--- src/rtl/huff_pkg.sv ---
// Shared constants and helpers for the canonical Huffman decoder.
package huff_pkg;

    localparam logic CFG_SEL_COUNT = 1'b0;
    localparam logic CFG_SEL_SYM   = 1'b1;

    // Ceiling log2, used to size indices and counters from the parameters.
    function automatic int unsigned clog2(input int unsigned v);
        int unsigned r;
        r = 0;
        for (int unsigned i = 0; i < 31; i++) begin
            if ((32'd1 << i) < v) r = i + 1;
        end
        return r;
    endfunction

endpackage

--- src/rtl/huff_code_table.sv ---
// Run-time loadable code table: per-length code counts and canonical-order symbols.
module huff_code_table
    import huff_pkg::*;
#(
    parameter int unsigned SYM_W    = 3,
    parameter int unsigned MAX_LEN  = 4,
    parameter int unsigned NUM_SYMS = 6,
    localparam int unsigned IDX_W   = clog2(NUM_SYMS),
    localparam int unsigned CNT_W   = clog2(NUM_SYMS + 1),
    localparam int unsigned LEN_W   = clog2(MAX_LEN + 1)
) (
    input  logic             clk,
    input  logic             reset,
    input  logic             cfg_we,
    input  logic             cfg_sel,
    input  logic [IDX_W-1:0] cfg_addr,
    input  logic [SYM_W-1:0] cfg_data,
    input  logic [LEN_W-1:0] rd_len,
    input  logic [IDX_W-1:0] rd_idx,
    output logic [CNT_W-1:0] cnt_c,
    output logic [SYM_W-1:0] sym_c
);

    logic [CNT_W-1:0] count  [MAX_LEN];
    logic [SYM_W-1:0] symtab [NUM_SYMS];

    // Out-of-range addresses match no entry and are silently ignored.
    always_ff @(posedge clk or posedge reset) begin
        if (reset) begin
            for (int unsigned i = 0; i < MAX_LEN; i++) count[i] <= '0;
            for (int unsigned i = 0; i < NUM_SYMS; i++) symtab[i] <= '0;
        end else if (cfg_we) begin
            if (cfg_sel == CFG_SEL_COUNT) begin
                for (int unsigned i = 0; i < MAX_LEN; i++) begin
                    if (32'(cfg_addr) == i) count[i] <= CNT_W'(cfg_data);
                end
            end else begin
                for (int unsigned i = 0; i < NUM_SYMS; i++) begin
                    if (32'(cfg_addr) == i) symtab[i] <= cfg_data;
                end
            end
        end
    end

    always_comb begin
        cnt_c = '0;
        for (int unsigned i = 0; i < MAX_LEN; i++) begin
            if (32'(rd_len) == i + 1) cnt_c = count[i];
        end
    end

    always_comb begin
        sym_c = '0;
        for (int unsigned i = 0; i < NUM_SYMS; i++) begin
            if (32'(rd_idx) == i) sym_c = symtab[i];
        end
    end

endmodule

--- src/rtl/canonical_huffman_decoder.sv ---
// Bit-serial canonical Huffman decoder with a run-time loadable table.
// One code bit per accepted beat; emits a symbol or a one-cycle err on an unmatched code.
module canonical_huffman_decoder
    import huff_pkg::*;
#(
    parameter int unsigned SYM_W    = 3,
    parameter int unsigned MAX_LEN  = 4,
    parameter int unsigned NUM_SYMS = 6,
    localparam int unsigned IDX_W   = clog2(NUM_SYMS),
    localparam int unsigned CNT_W   = clog2(NUM_SYMS + 1),
    localparam int unsigned LEN_W   = clog2(MAX_LEN + 1)
) (
    input  logic             clk,
    input  logic             reset,
    input  logic             x,
    input  logic             x_valid,
    output logic             x_ready,
    output logic [SYM_W-1:0] y,
    output logic             y_valid,
    input  logic             y_ready,
    output logic             err,
    input  logic             cfg_we,
    input  logic             cfg_sel,
    input  logic [IDX_W-1:0] cfg_addr,
    input  logic [SYM_W-1:0] cfg_data
);

    localparam int unsigned CW = MAX_LEN + 1;

    logic [LEN_W-1:0] len, len_n;
    logic [CW-1:0]    code, code_n, first, first_n;
    logic [IDX_W-1:0] index, index_n;
    logic [SYM_W-1:0] y_n;
    logic             y_valid_n, err_n;

    logic [CW-1:0]    c_c, diff_c;
    logic [IDX_W-1:0] sym_idx_c;
    logic [CNT_W-1:0] cnt_c;
    logic [SYM_W-1:0] sym_c;
    logic             hit_c, take_c;

    huff_code_table #(
        .SYM_W    (SYM_W),
        .MAX_LEN  (MAX_LEN),
        .NUM_SYMS (NUM_SYMS)
    ) u_table (
        .clk      (clk),
        .reset    (reset),
        .cfg_we   (cfg_we),
        .cfg_sel  (cfg_sel),
        .cfg_addr (cfg_addr),
        .cfg_data (cfg_data),
        .rd_len   (len),
        .rd_idx   (sym_idx_c),
        .cnt_c    (cnt_c),
        .sym_c    (sym_c)
    );

    assign x_ready = !y_valid || y_ready;
    assign take_c  = x_valid && x_ready;

    // Candidate code and its offset into the current length's code range.
    always_comb begin
        c_c       = {code[CW-2:0], x};
        diff_c    = c_c - first;
        hit_c     = (c_c >= first) && (32'(diff_c) < 32'(cnt_c));
        sym_idx_c = index + IDX_W'(diff_c);
    end

    always_comb begin
        len_n     = len;
        code_n    = code;
        first_n   = first;
        index_n   = index;
        y_n       = y;
        y_valid_n = y_valid;
        err_n     = 1'b0;

        if (y_valid && y_ready) y_valid_n = 1'b0;

        if (cfg_we || (take_c && (hit_c || len == LEN_W'(MAX_LEN)))) begin
            len_n   = LEN_W'(1);
            code_n  = '0;
            first_n = '0;
            index_n = '0;
        end else if (take_c) begin
            len_n   = len + LEN_W'(1);
            code_n  = c_c;
            index_n = index + IDX_W'(cnt_c);
            first_n = (first + CW'(cnt_c)) << 1;
        end

        // A bit arriving alongside a table write is dropped.
        if (!cfg_we && take_c) begin
            if (hit_c) begin
                y_n       = sym_c;
                y_valid_n = 1'b1;
            end else if (len == LEN_W'(MAX_LEN)) begin
                err_n = 1'b1;
            end
        end
    end

    always_ff @(posedge clk or posedge reset) begin
        if (reset) begin
            len     <= LEN_W'(1);
            code    <= '0;
            first   <= '0;
            index   <= '0;
            y       <= '0;
            y_valid <= 1'b0;
            err     <= 1'b0;
        end else begin
            len     <= len_n;
            code    <= code_n;
            first   <= first_n;
            index   <= index_n;
            y       <= y_n;
            y_valid <= y_valid_n;
            err     <= err_n;
        end
    end

endmodule

--- config.mk ---
export PLATFORM = sky130hd
export DESIGN_NAME = canonical_huffman_decoder
export DESIGN_NICKNAME = d
export VERILOG_FILES = /design/src/rtl/huff_pkg.sv /design/src/rtl/huff_code_table.sv /design/src/rtl/canonical_huffman_decoder.sv
export SDC_FILE = /design/constraint.sdc
export NUM_CORES = 1
export LEC_CHECK = 0
export BUFFER_PORTS_ARGS = -buffer_cell sky130_fd_sc_hd__buf_2
export CAP_MARGIN = 20
export CORE_MARGIN = 5
export CORE_UTILIZATION = 55
export DETAILED_ROUTE_END_ITERATION = 8
export GPL_TIMING_DRIVEN = 0
export PLACE_DENSITY = 0.74
export SKIP_LAST_GASP = 1
export SLEW_MARGIN = 20
export SYNTH_ARGS = -nofsm -noshare
export SYNTH_HDL_FRONTEND = slang
export SYNTH_SLANG_ARGS = --single-unit
--- constraint.sdc ---
create_clock -name clk -period 4.6 [get_ports clk]
set_input_delay 0.92 -clock clk [delete_from_list [all_inputs] [get_ports clk]]
set_output_delay 0.92 -clock clk [all_outputs]
set_load 0.01 [all_outputs]
# After elaboration in Yosys (flattened, before gate mapping)
# Index checks and enable logic that the tools add are counted.
[word_totals] ff_bits=50 inputBits=13 output_inout_bits=6 word_cells=87
[classes] n_addsub=5 n_lt_le_gt_ge=2 eq_ne=14 n_mux=24 bitwise_logic=1 reduce_logical=24
[ops] operator="3-bit two-way mux" n=14
[ops] operator="3-bit AND reduction" n=10
[ops] operator="3-bit by 2-bit equality test with 1-bit output (second input constant)" n=6
[ops] operator="3-bit equality test (second input constant)" n=5
[ops] operator="5-bit two-way mux" n=2
[ops] operator="3-bit by 1-bit equality test with 1-bit output (second input constant)" n=3
[ops] operator="4-bit two-way mux" n=2
[ops] operator="3-bit adder" n=2
[ops] operator="3-bit logical NOT" n=2
[ops] operator="1-bit two-way mux" n=6
[ops] operator="5-bit >= comparator" n=1
[ops] operator="1-bit logical AND" n=5
[ops] operator="5-bit by 3-bit less-than comparator with 1-bit output" n=1
[ops] operator="5-bit subtractor" n=1
[ops] operator="4-bit by 3-bit adder with 4-bit output" n=1
[ops] operator="3-bit by 1-bit adder with 3-bit output (second input constant)" n=1
[ops] operator="1-bit logical OR" n=3
[ops] operator="1-bit logical NOT" n=2
[ops] operator="2-bit AND reduction" n=1
[ops] operator="2-bit nonzero test" n=1
[ops] operator="1-bit NOT" n=1

# Longest topological paths before layout
# Gate-level depths: netlist of the first run.
[logic_depth] depth_word=11 ltp_mapped=14 depth_no_buf=14

# Modules after synthesis
# Synthesis of the first run repeated with hierarchy kept, for this count alone.
[hier_totals] hier_cells=217 hier_area_um2=2612.5
[by_module_without_submodules] mod="huff_code_table" instances=1 cells_each=115 area_per_inst_um2=1457.6 seq_area_each_um2=750.7
[by_module_without_submodules] mod="canonical_huffman_decoder" instances=1 cells_each=102 area_per_inst_um2=1154.9 seq_area_each_um2=476.7

# Least setup slack after synthesis of the first run
# OpenSTA, ideal clock, no wires.
[synth_path] kind="register to register" start="register len[0]" end="register y[0]" setup_time_ns=0.125 arrival_time_ns=2.822 required_ns=4.475 slack_ns=1.653 stages_incl_launch_ff=13 path_buffers=0 synth_period_minus_slack_ns=2.947 path_cell_list="dfstp_2 > inv_1 > ha_1 > a21oi_1 > nor3_1 > a311oi_1 > ha_1 > a21oi_1 > nor2b_1 > a2111oi_4 > nand3_2 > nor3_4 > mux2_2"
[synth_between] elab_chain_cells=8 elab_cells_between_ends=11 classes_between="1 x order compare; 4 x eq/ne; 4 x mux; 2 x reduce/logical"
[synth_lines] element="start: declaration" line_no="canonical_huffman_decoder.sv:30" text="logic [LEN_W-1:0] len, len_n;"
[synth_lines] element="start signal: assignment" line_no="canonical_huffman_decoder.sv:114" text="len <= len_n;"
[synth_lines] element="3-bit by 1-bit equality test with 1-bit output" line_no="huff_code_table.sv:48" text="if (32'(rd_len) == i + 1) cnt_c = count[i];"
[synth_lines] element="3-bit two-way mux (3 in series)" line_no="huff_code_table.sv:48"
[synth_lines] element="3-bit two-way mux *" line_no="huff_code_table.sv:48"
[synth_lines] element="5-bit by 3-bit less-than comparator with 1-bit output *" line_no="canonical_huffman_decoder.sv:66" text="hit_c = (c_c >= first) && (32'(diff_c) < 32'(cnt_c));"
[synth_lines] element="1-bit logical AND *" line_no="canonical_huffman_decoder.sv:66"
[synth_lines] element="2-bit AND reduction (no line) *"
[synth_lines] element="end signal: assignment" line_no="canonical_huffman_decoder.sv:118" text="y <= y_n;"
[synth_lines] element="end: declaration" line_no="canonical_huffman_decoder.sv:18" text="output logic [SYM_W-1:0] y,"
# Mark *: on every way between the ends. The rest lies on a longest branch, timed or not.
# A chain may end at the register's enable or synchronous reset.

# Final worst setup path of the first run
[layout_path] start="register len[1]" end="register y[1]"
# Same word-level chain as after synthesis.

==> results of run 1 <==
per-layer routing:
metal  vias to the layer above  wire [µm]  share of wire, %
met2                        44       2150                44
li1                        837          -                 -
met1                       832       2370                49
met3                         9        232               4.8
met4                         0         95               2.0
met5                         -          0                 0
placed cells by master (no fill, tap or decap), types with 2 or more instances in the layout:
cell type,Yosys,layout
a22o_1,6,6
nand3b_1,4,4
o31ai_1,2,2
o21ai_0,7,7
nand3_1,2,2
buf_2,1,15
inv_1,16,15
xnor2_1,2,2
xor2_1,2,2
nor2_1,9,9
nor2b_1,3,3
mux2i_1,4,4
nand2_1,15,15
dfrtp_1,48,48
a22oi_1,4,4
ha_1,14,14
buf_1,3,3
clkbuf_1,3,3
a21oi_1,6,6
fa_1,4,4
nor3_1,3,3
mux2_2,36,36
o22ai_1,3,3
nand2b_1,6,6
or3_1,2,2
clkbuf_8,0,6
worst max-delay path by stage:
stage                       from    to  slack, ns  cells after the start
after floorplan           len[0]  y[0]       1.65                     12
after global placement    len[0]  y[0]       1.40                     12
after detailed placement  len[0]  y[1]       1.28                     12
after CTS                 len[0]  y[1]       1.25                     12
after global routing      len[1]  y[0]       1.03                     12
final                     len[1]  y[1]       1.23                     12
state kept, by name, indices dropped and copies added (netlist names):
| name | flops |
|---|---|
| index | 3 |
| y_valid | 1 |
| u_table.count | 12 |
| y | 3 |
| first | 4 |
| len | 3 |
| u_table.symtab | 18 |
| code | 4 |
| err | 1 |
critical path: stages (launching register included):
cell       delay (ns)
dfrtp_1          0.43
inv_1            0.09
ha_1             0.26
nand2_1          0.18
and3_1           0.22
a311oi_1         0.37
ha_1             0.34
a21oi_1          0.17
nor2b_1          0.09
a2111oi_4        0.34
nand3_2          0.17
nor3_4           0.25
mux2_2           0.36
logic make-up (layout without fill, tap and decap cells):
kind of cell | after synthesis | count (layout) | share of synthesized area [%]
AO/OA/AOI/OAI | 36 | 36 | 10.4
XOR/XNOR | 4 | 4 | 1.33
adder cells (fa/ha/maj) | 18 | 18 | 9.66
buffers and inverters | 23 | 46 | 3.32
flip-flops | 49 | 49 | 46.5
multiplexers | 41 | 41 | 17.7
AND/OR/NAND/NOR | 52 | 52 | 11.1
power breakdown:
group / total [mW] / leakage (nW) / switching, mW / internal (mW)
clock: 0.261 / 0.0512 / 0.139 / 0.122
combinational: 0.944 / 0.650 / 0.513 / 0.432
sequential: 0.631 / 0.620 / 0.0767 / 0.554
cell type report:
type                       instances  area [µm²]  area share, %
buffer                             7        27.5          0.951
clock buffer                       6        82.6           2.85
clock inverter                     2        13.8          0.475
inverter                          16        60.1           2.07
multi-input combinational        151        1330           45.8
sequential                        49        1230           42.4
tap                               54        67.6           2.33
timing repair buffer              15        90.1           3.11
through the flow:
step | total power, mW | cell area [µm²] | setup WS [ns] | hold WS [ns]
2_1_floorplan | 1.36 | 2640 | 1.65 | 0.450
3_3_place_gp | 1.54 | 2780 | 1.40 | 0.475
3_5_place_dp | 1.58 | 2800 | 1.28 | 0.492
4_1_cts | 1.85 | 2900 | 1.25 | 0.512
5_1_grt | 1.99 | 2900 | 1.03 | 0.528
6_report | 1.84 | 2900 | 1.23 | 0.497
==> flow_summary.yaml, run 1 <==
clocking:
  hold_buffers: 0
  clk_path_buf_depth: 2
  tritoncts: "done"
  root_buffer: "clkbuf_8"
  insertion_delay_ns: 0.30
  path_clk_slew_ns: 0.09
  htreeDepth: 2
  cts_buffers: 5
  ctsResizeCount: 0
  cts_setup_buffers: 0
  cts_sinks: 49
worst_hold_path:
  min_from: "first[4]"
  hp-class: "reg -> reg"
  whs_path_depth: 2
  hold-path-endpoint: "first[4]"
detailed_routing:
  drtIter0Drc: 64
  dr.pass1.iters: 4
  drc: 0
  finalWirelength_um: 4850
  wl_per_cell_um: 16.2
  viasPerCell: 5.74
  vias: 1722
  antenna_left: 0
floorplan:
  die_h_um: 79.3
  io_pins: 19
  start_util_pct: 56.3
  die_area_mm2: 0.00629
  coreArea_mm2: 0.00469
  dieWidth_um: 79.3
  row_count: 25
sta:
  finalClockSkew_ns: 0.00767
  period_needed_ns: 3.37
  fmax_ghz: 0.296
  setup_viol: 0
  rsz0062_at_grt: "no"
  worstMarginPinSlew_ns: 0.747
  slew_viol_final: 0
  hold_viol_final: 0
  setup_tns_ns: 0
  finalCritPeriodShare_pct: 73.3
  maxSlewHeadroom_pct: 50.2
synthesis:
  synth_largest_area_cell: "dfrtp_1"
  syn_area_per_cell_um2: 11.8
  synth_ff_type: "dfrtp_1"
  synth.top_cells.by_area: "dfrtp_1 (45%), mux2_2 (15%), ha_1 (6.6%), fa_1 (3.0%), inv_1 (2.3%)"
  yosysMostFrequentCell: "dfrtp_1"
  postSynth.asyncResetShare_pct: 100
  synth_commonest_cells: "dfrtp_1 (48), mux2_2 (36), inv_1 (16)"
  syn_nets: 254
  synth_area_mm2: 0.00264
  synthesis.instances: 223
  synth-seq-cells: 49
  seq_area_frac_synth_pct: 46.5
  synth_top_area_share_pct: 45.5
  synth_edf_count: 0
  ys_types: 43
  ys_warn_count: 0
placed_design:
  dpl.cell_count: 292
  hpwl_um: 3710
  numPortBuffers: 14
  gp_congestion: 0.765
critical_path:
  cp_max_fo: 6
  r2r-start: "len[1]"
  worst_r2r_path_depth: 12
  cp_data_required_time_ns: 4.80
  start_kind: "register"
  ff2ff_setup_slack_ns: 1.23
  worstPathArrival_ns: 3.57
  cp-end-kind: "register"
  r2r-end: "y[1]"
  worstSetupPathType: "reg -> reg"
global_routing:
  grt_use_met3_pct: 3.63
  met2_usage_pct: 25.9
  use_met1_pct: 24.7
  antenna_found_initial: 0
  grt_pass1_vias: 1783
  grt-ovfl-total: 0
  busiest_layer: "met2"
  grt_usage_pct: 17.4
  grt_start_max_net_pins: 35
  grt_pass1_wl_um: 8460
run_status:
  status: "complete, no violations"
run:
  cap_violations: 0
final_layout:
  final_util_pct: 61.7
  synthToLayoutAreaGrowth_pct: 9.62
  drive_gt1_share_pct: 28.5
  diodes: 0
  finalNetCount: 276
  nFillCells: 408
  stdcell_count: 300
pwr:
  power.leakage_nw: 1.32
  power_density_mw_per_mm2: 634
  irDropWorstVdd_mv: 0.277
Power figures use the tool's default switching activity.
==> run 2: changes to the inputs <==
Clock period 4.6 ns to 3.15 ns, I/O delays scaled along.
==> flow_summary.yaml, run 2 (same netlist as run 1, synthesis figures left out) <==
run_status:
  status: "complete, no violations"
placed_design:
  numPortBuffers: 14
  dpl.cell_count: 292
  hpwl_um: 3710
  gp_congestion: 0.765
pwr:
  power.leakage_nw: 1.34
  finalPower_mw: 2.79
  power_density_mw_per_mm2: 933
  irDropWorstVdd_mv: 0.408
global_routing:
  grt_pass1_wl_um: 8640
  grt_usage_pct: 17.8
  grt-ovfl-total: 0
  antenna_found_initial: 0
  grt_start_max_net_pins: 35
  grt_pass1_vias: 1778
final_layout:
  mostFrequentLayoutCell: "dfrtp_1"
  layout_common_cells: "dfrtp_1 (47), mux2_2 (36), buf_2 (15), inv_1 (14), nand2_1 (14)"
  final_util_pct: 63.7
  nFillCells: 398
  top_register: "u_table.symtab"
  stdcell_count: 302
  finalNetCount: 278
  largest_reg_flops: 18
  reg.largest.list: "u_table.symtab x18, u_table.count x12"
  synthToLayoutAreaGrowth_pct: 13.1
  multiInputGateArea_mm2: 0.00140
  diodes: 0
  drive_gt1_share_pct: 34.7
  regArea_mm2: 0.00123
detailed_routing:
  dr.pass1.iters: 4
  drtIter0Drc: 71
  viasPerCell: 5.77
  drc: 0
  wl_per_cell_um: 16.6
  antenna_left: 0
  finalWirelength_um: 5010
  vias: 1742
sta:
  worstMarginPinSlew_ns: 0.764
  hold_viol_final: 0
  maxSlewHeadroom_pct: 49.0
  fmax_ghz: 0.332
  finalCritPeriodShare_pct: 95.5
  setup_viol: 0
  period_needed_ns: 3.01
  rsz0062_at_grt: "yes"
  finalClockSkew_ns: 0.00801
  slew_viol_final: 0
clocking:
  htreeDepth: 2
  clk_path_buf_depth: 2
  tritoncts: "done"
  cts_buffers: 5
  root_buffer: "clkbuf_8"
  insertion_delay_ns: 0.30
  path_clk_slew_ns: 0.09
  cts_sinks: 49
critical_path:
  crit_start: "len[0]"
  cp-end-kind: "register"
  r2r-start: "len[0]"
  worstSetupEndpoint: "y[1]"
  cp_data_required_time_ns: 3.35
  r2r-end: "y[1]"
  worstSetupPathType: "reg -> reg"
  ff2ff_setup_slack_ns: 0.14
  worstPathArrival_ns: 3.21
  cp_max_fo: 6
  start_kind: "register"
  worst_r2r_path_depth: 12
worst_hold_path:
  hp-class: "in -> async"
floorplan:
  io_pins: 19
  die_h_um: 79.3
  row_count: 25
  die_area_mm2: 0.00629
  dieWidth_um: 79.3
  coreArea_mm2: 0.00469
  start_util_pct: 56.3
run:
  cap_violations: 0
## run 2: cell count changes in the layout (fill, tap and decap cells not counted), sizes merged
cell,previous run,this run
buf,19,21
## run 2: report_power, final
part / internal (mW) / switching, mW / total, mW
Combinational: 0.689 / 0.788 / 1.48
Sequential: 0.811 / 0.118 / 0.928
Clock: 0.178 / 0.205 / 0.383
## run 2: what timing repair did
item / CTS / global route
setup endpoints to repair: 16 / 16
resized for setup: 5 / 12
buffers inserted: 1 / 1
pin swaps: 2 / 6
hold buffers: 0 / 0
## run 2: routing by layer
layer | track usage (%) | share of wire [%] | vias up
met4 | 6.70 | 1.9 | 0
met2 | 27.0 | 44 | 34
met1 | 25.0 | 50 | 859
li1 | - | - | 840
met5 | 0 | 0 | -
met3 | 3.63 | 3.8 | 9
## run 2: how the worst min path moves through the flow
| stage | start | endpoint | slack [ns] |
|---|---|---|---|
| after detailed placement | first[4] | first[4] | 0.49 |
| after CTS | reset | u_table.symtab[12] | 0.28 |
| final | reset | u_table.symtab[12] | 0.28 |
| after global placement | first[4] | first[4] | 0.48 |
| after global routing | reset | u_table.symtab[12] | 0.31 |
| after floorplan | first[4] | first[4] | 0.45 |
## run 2: worst max-delay path: stages, from the launching register on
cell and delay (ns):
dfstp_2 0.58, inv_2 0.07, ha_4 0.18, a21oi_2 0.15, nor3_2 0.06, a311oi_2 0.33, ha_1 0.32, a21oi_2 0.15
nor2b_2 0.07, a2111oi_4 0.23, nand3_2 0.18, nor3_4 0.23, mux2_2 0.35
## run 2: stage by stage
stage,instance area (µm²),setup TNS (ns),hold WS [ns],setup WS [ns]
2_1_floorplan,2640,0,0.450,0.203
3_3_place_gp,2780,-0.108,0.475,-0.0542
3_5_place_dp,2800,-0.489,0.492,-0.172
4_1_cts,2920,-0.00426,0.281,-0.00274
5_1_grt,2990,-0.0630,0.306,-0.0318
6_report,2990,0,0.282,0.141
## run 2: area by class of cell
class | count | area share, %
Clock buffer | 6 | 2.76
Timing Repair Buffer | 17 | 3.52
Tap cell | 54 | 2.26
Multi-Input combinational cell | 151 | 46.9
Inverter | 16 | 2.01
Clock inverter | 2 | 0.461
Buffer | 7 | 0.922
Sequential cell | 49 | 41.1
==> run 3: changes to the inputs <==
Settings changed: PLACE_DENSITY 0.74 to default, PLACE_DENSITY_LB_ADDON from default to 0.08.
==> flow_summary.yaml, run 3 (same netlist as run 1, synthesis figures left out) <==
floorplan:
  die_h_um: 79.3
  dieWidth_um: 79.3
  io_pins: 19
  start_util_pct: 56.3
  die_area_mm2: 0.00629
  row_count: 25
  coreArea_mm2: 0.00469
clocking:
  tritoncts: "done"
  hold_buffers: 0
  clk_path_buf_depth: 2
  path_clk_slew_ns: 0.09
  cts_sinks: 49
  insertion_delay_ns: 0.30
  htreeDepth: 2
  root_buffer: "clkbuf_8"
  cts_buffers: 5
critical_path:
  cp_data_required_time_ns: 3.34
  worstPathArrival_ns: 3.23
  cp_num_buf_inv: 1
  slowest_delay_ns: 0.57
  crit_family: "compound AO/OA/AOI/OAI gates"
  worstSetupPathType: "reg -> reg"
  cp-end-kind: "register"
  crit_chain: "inv_1 -> ha_2 -> nand3b_1 -> a211oi_2 -> o22ai_2 -> ha_1 -> nor2b_2 -> a2111oi_4 -> a31o_2 -> a211o_1 -> o311ai_1"
  cp_max_fo: 6
  start_kind: "register"
  slowest_stage: "dfstp_2"
placed_design:
  dp_slack_ns: -0.142
  numPortBuffers: 14
  placed_area_mm2: 0.00280
  hpwl_um: 3750
  gp_congestion: 0.790
detailed_routing:
  wl_met3_um: 198
  wl_met1_um: 2500
  drtIter0Drc: 94
  top_layer_used: "met4"
  wl_per_cell_um: 16.3
  viasPerCell: 5.68
  vias: 1756
  dr.pass1.iters: 4
  met2_length_um: 2290
  drc: 0
  finalWirelength_um: 5050
  antenna_left: 0
final_layout:
  finalNetCount: 285
  reg.largest.list: "u_table.symtab x18, u_table.count x12"
  top_register: "u_table.symtab"
  nFillCells: 378
  fin_area_mm2: 0.00301
  largest_reg_flops: 18
  layout_common_cells: "dfrtp_1 (48), mux2_2 (36), inv_1 (15), nand2_1 (14), buf_2 (14)"
  synthToLayoutAreaGrowth_pct: 14.1
  mostFrequentLayoutCell: "dfrtp_1"
  drive_gt1_share_pct: 34.5
  diodes: 0
global_routing:
  grt_start_max_net_pins: 30
  grt_usage_pct: 18.2
  grt_pass1_vias: 1784
  antenna_found_initial: 0
  grt-ovfl-total: 0
  grt_pass1_wl_um: 8830
sta:
  maxSlewHeadroom_pct: 42.8
  fmax_ghz: 0.329
  slew_viol_final: 0
  hold_viol_final: 0
  finalCritPeriodShare_pct: 96.4
  setup_ws_ns: 0.114
  period_needed_ns: 3.04
  setup_viol: 0
  holdWs_ns: 0.346
  finalClockSkew_ns: 0.0105
  worstMarginPinSlew_ns: 0.859
pwr:
  power.leakage_nw: 1.36
  power_density_mw_per_mm2: 938
  irDropWorstVdd_mv: 0.381
worst_hold_path:
  hp-class: "in -> async"
run_status:
  status: "complete, no violations"
run:
  cap_violations: 0
[run 3: power by group]
group | total [mW] | internal, mW | switching, mW
combinational | 1.54 | 0.748 | 0.795
sequential | 0.924 | 0.810 | 0.114
clock | 0.360 | 0.157 | 0.202
[run 3: through the flow]
step	instances	util [%]	TNS, ns	total power, mW
floorplan	223	-	0	1.99
global placement	291	59.2	-0.307	2.27
detailed placement	292	59.7	-0.578	2.30
CTS	300	62.0	0	2.71
global route	309	64.2	-0.118	3.08
finish	309	64.2	0	2.83
[run 3: routing by layer]
layer  up-vias  global-route usage (%)
li1        859                       -
met1       863                    25.4
met2        29                    28.6
met3         5                    3.97
met4         0                    5.15
met5         -                       0
[run 3: what timing repair did]
action | CTS | global route
buffers inserted | 0 | 9
resized for setup | 6 | 8
endpoints found under the setup margin | 16 | 16
pin swaps | 1 | 6
[run 3: worst paths after layout]
| path | startpoint | endpoint | slack [ns] | cells after the start |
|---|---|---|---|---|
| max in group asynchronous | reset | len[0] | 2.21 | 3 |
| min in group clk | first[4] | first[4] | 0.50 | 2 |
| setup reg to reg | len[0] | index[2] | 0.11 | 11 |
| hold / removal | reset | err | 0.35 | 2 |
| hold reg to reg | first[4] | first[4] | 0.50 | 2 |
| setup / recovery | len[0] | index[2] | 0.11 | 11 |
[run 3: final cells by class]
type	count	area [µm²]	area share, %
multi-input combinational	151	1390	46.0
sequential	49	1230	40.7
timing repair buffer	24	158	5.23
clock buffer	7	76.3	2.53
tap	54	67.6	2.24
inverter	16	60.1	1.99
buffer	7	30.0	0.997
clock inverter	1	7.51	0.249
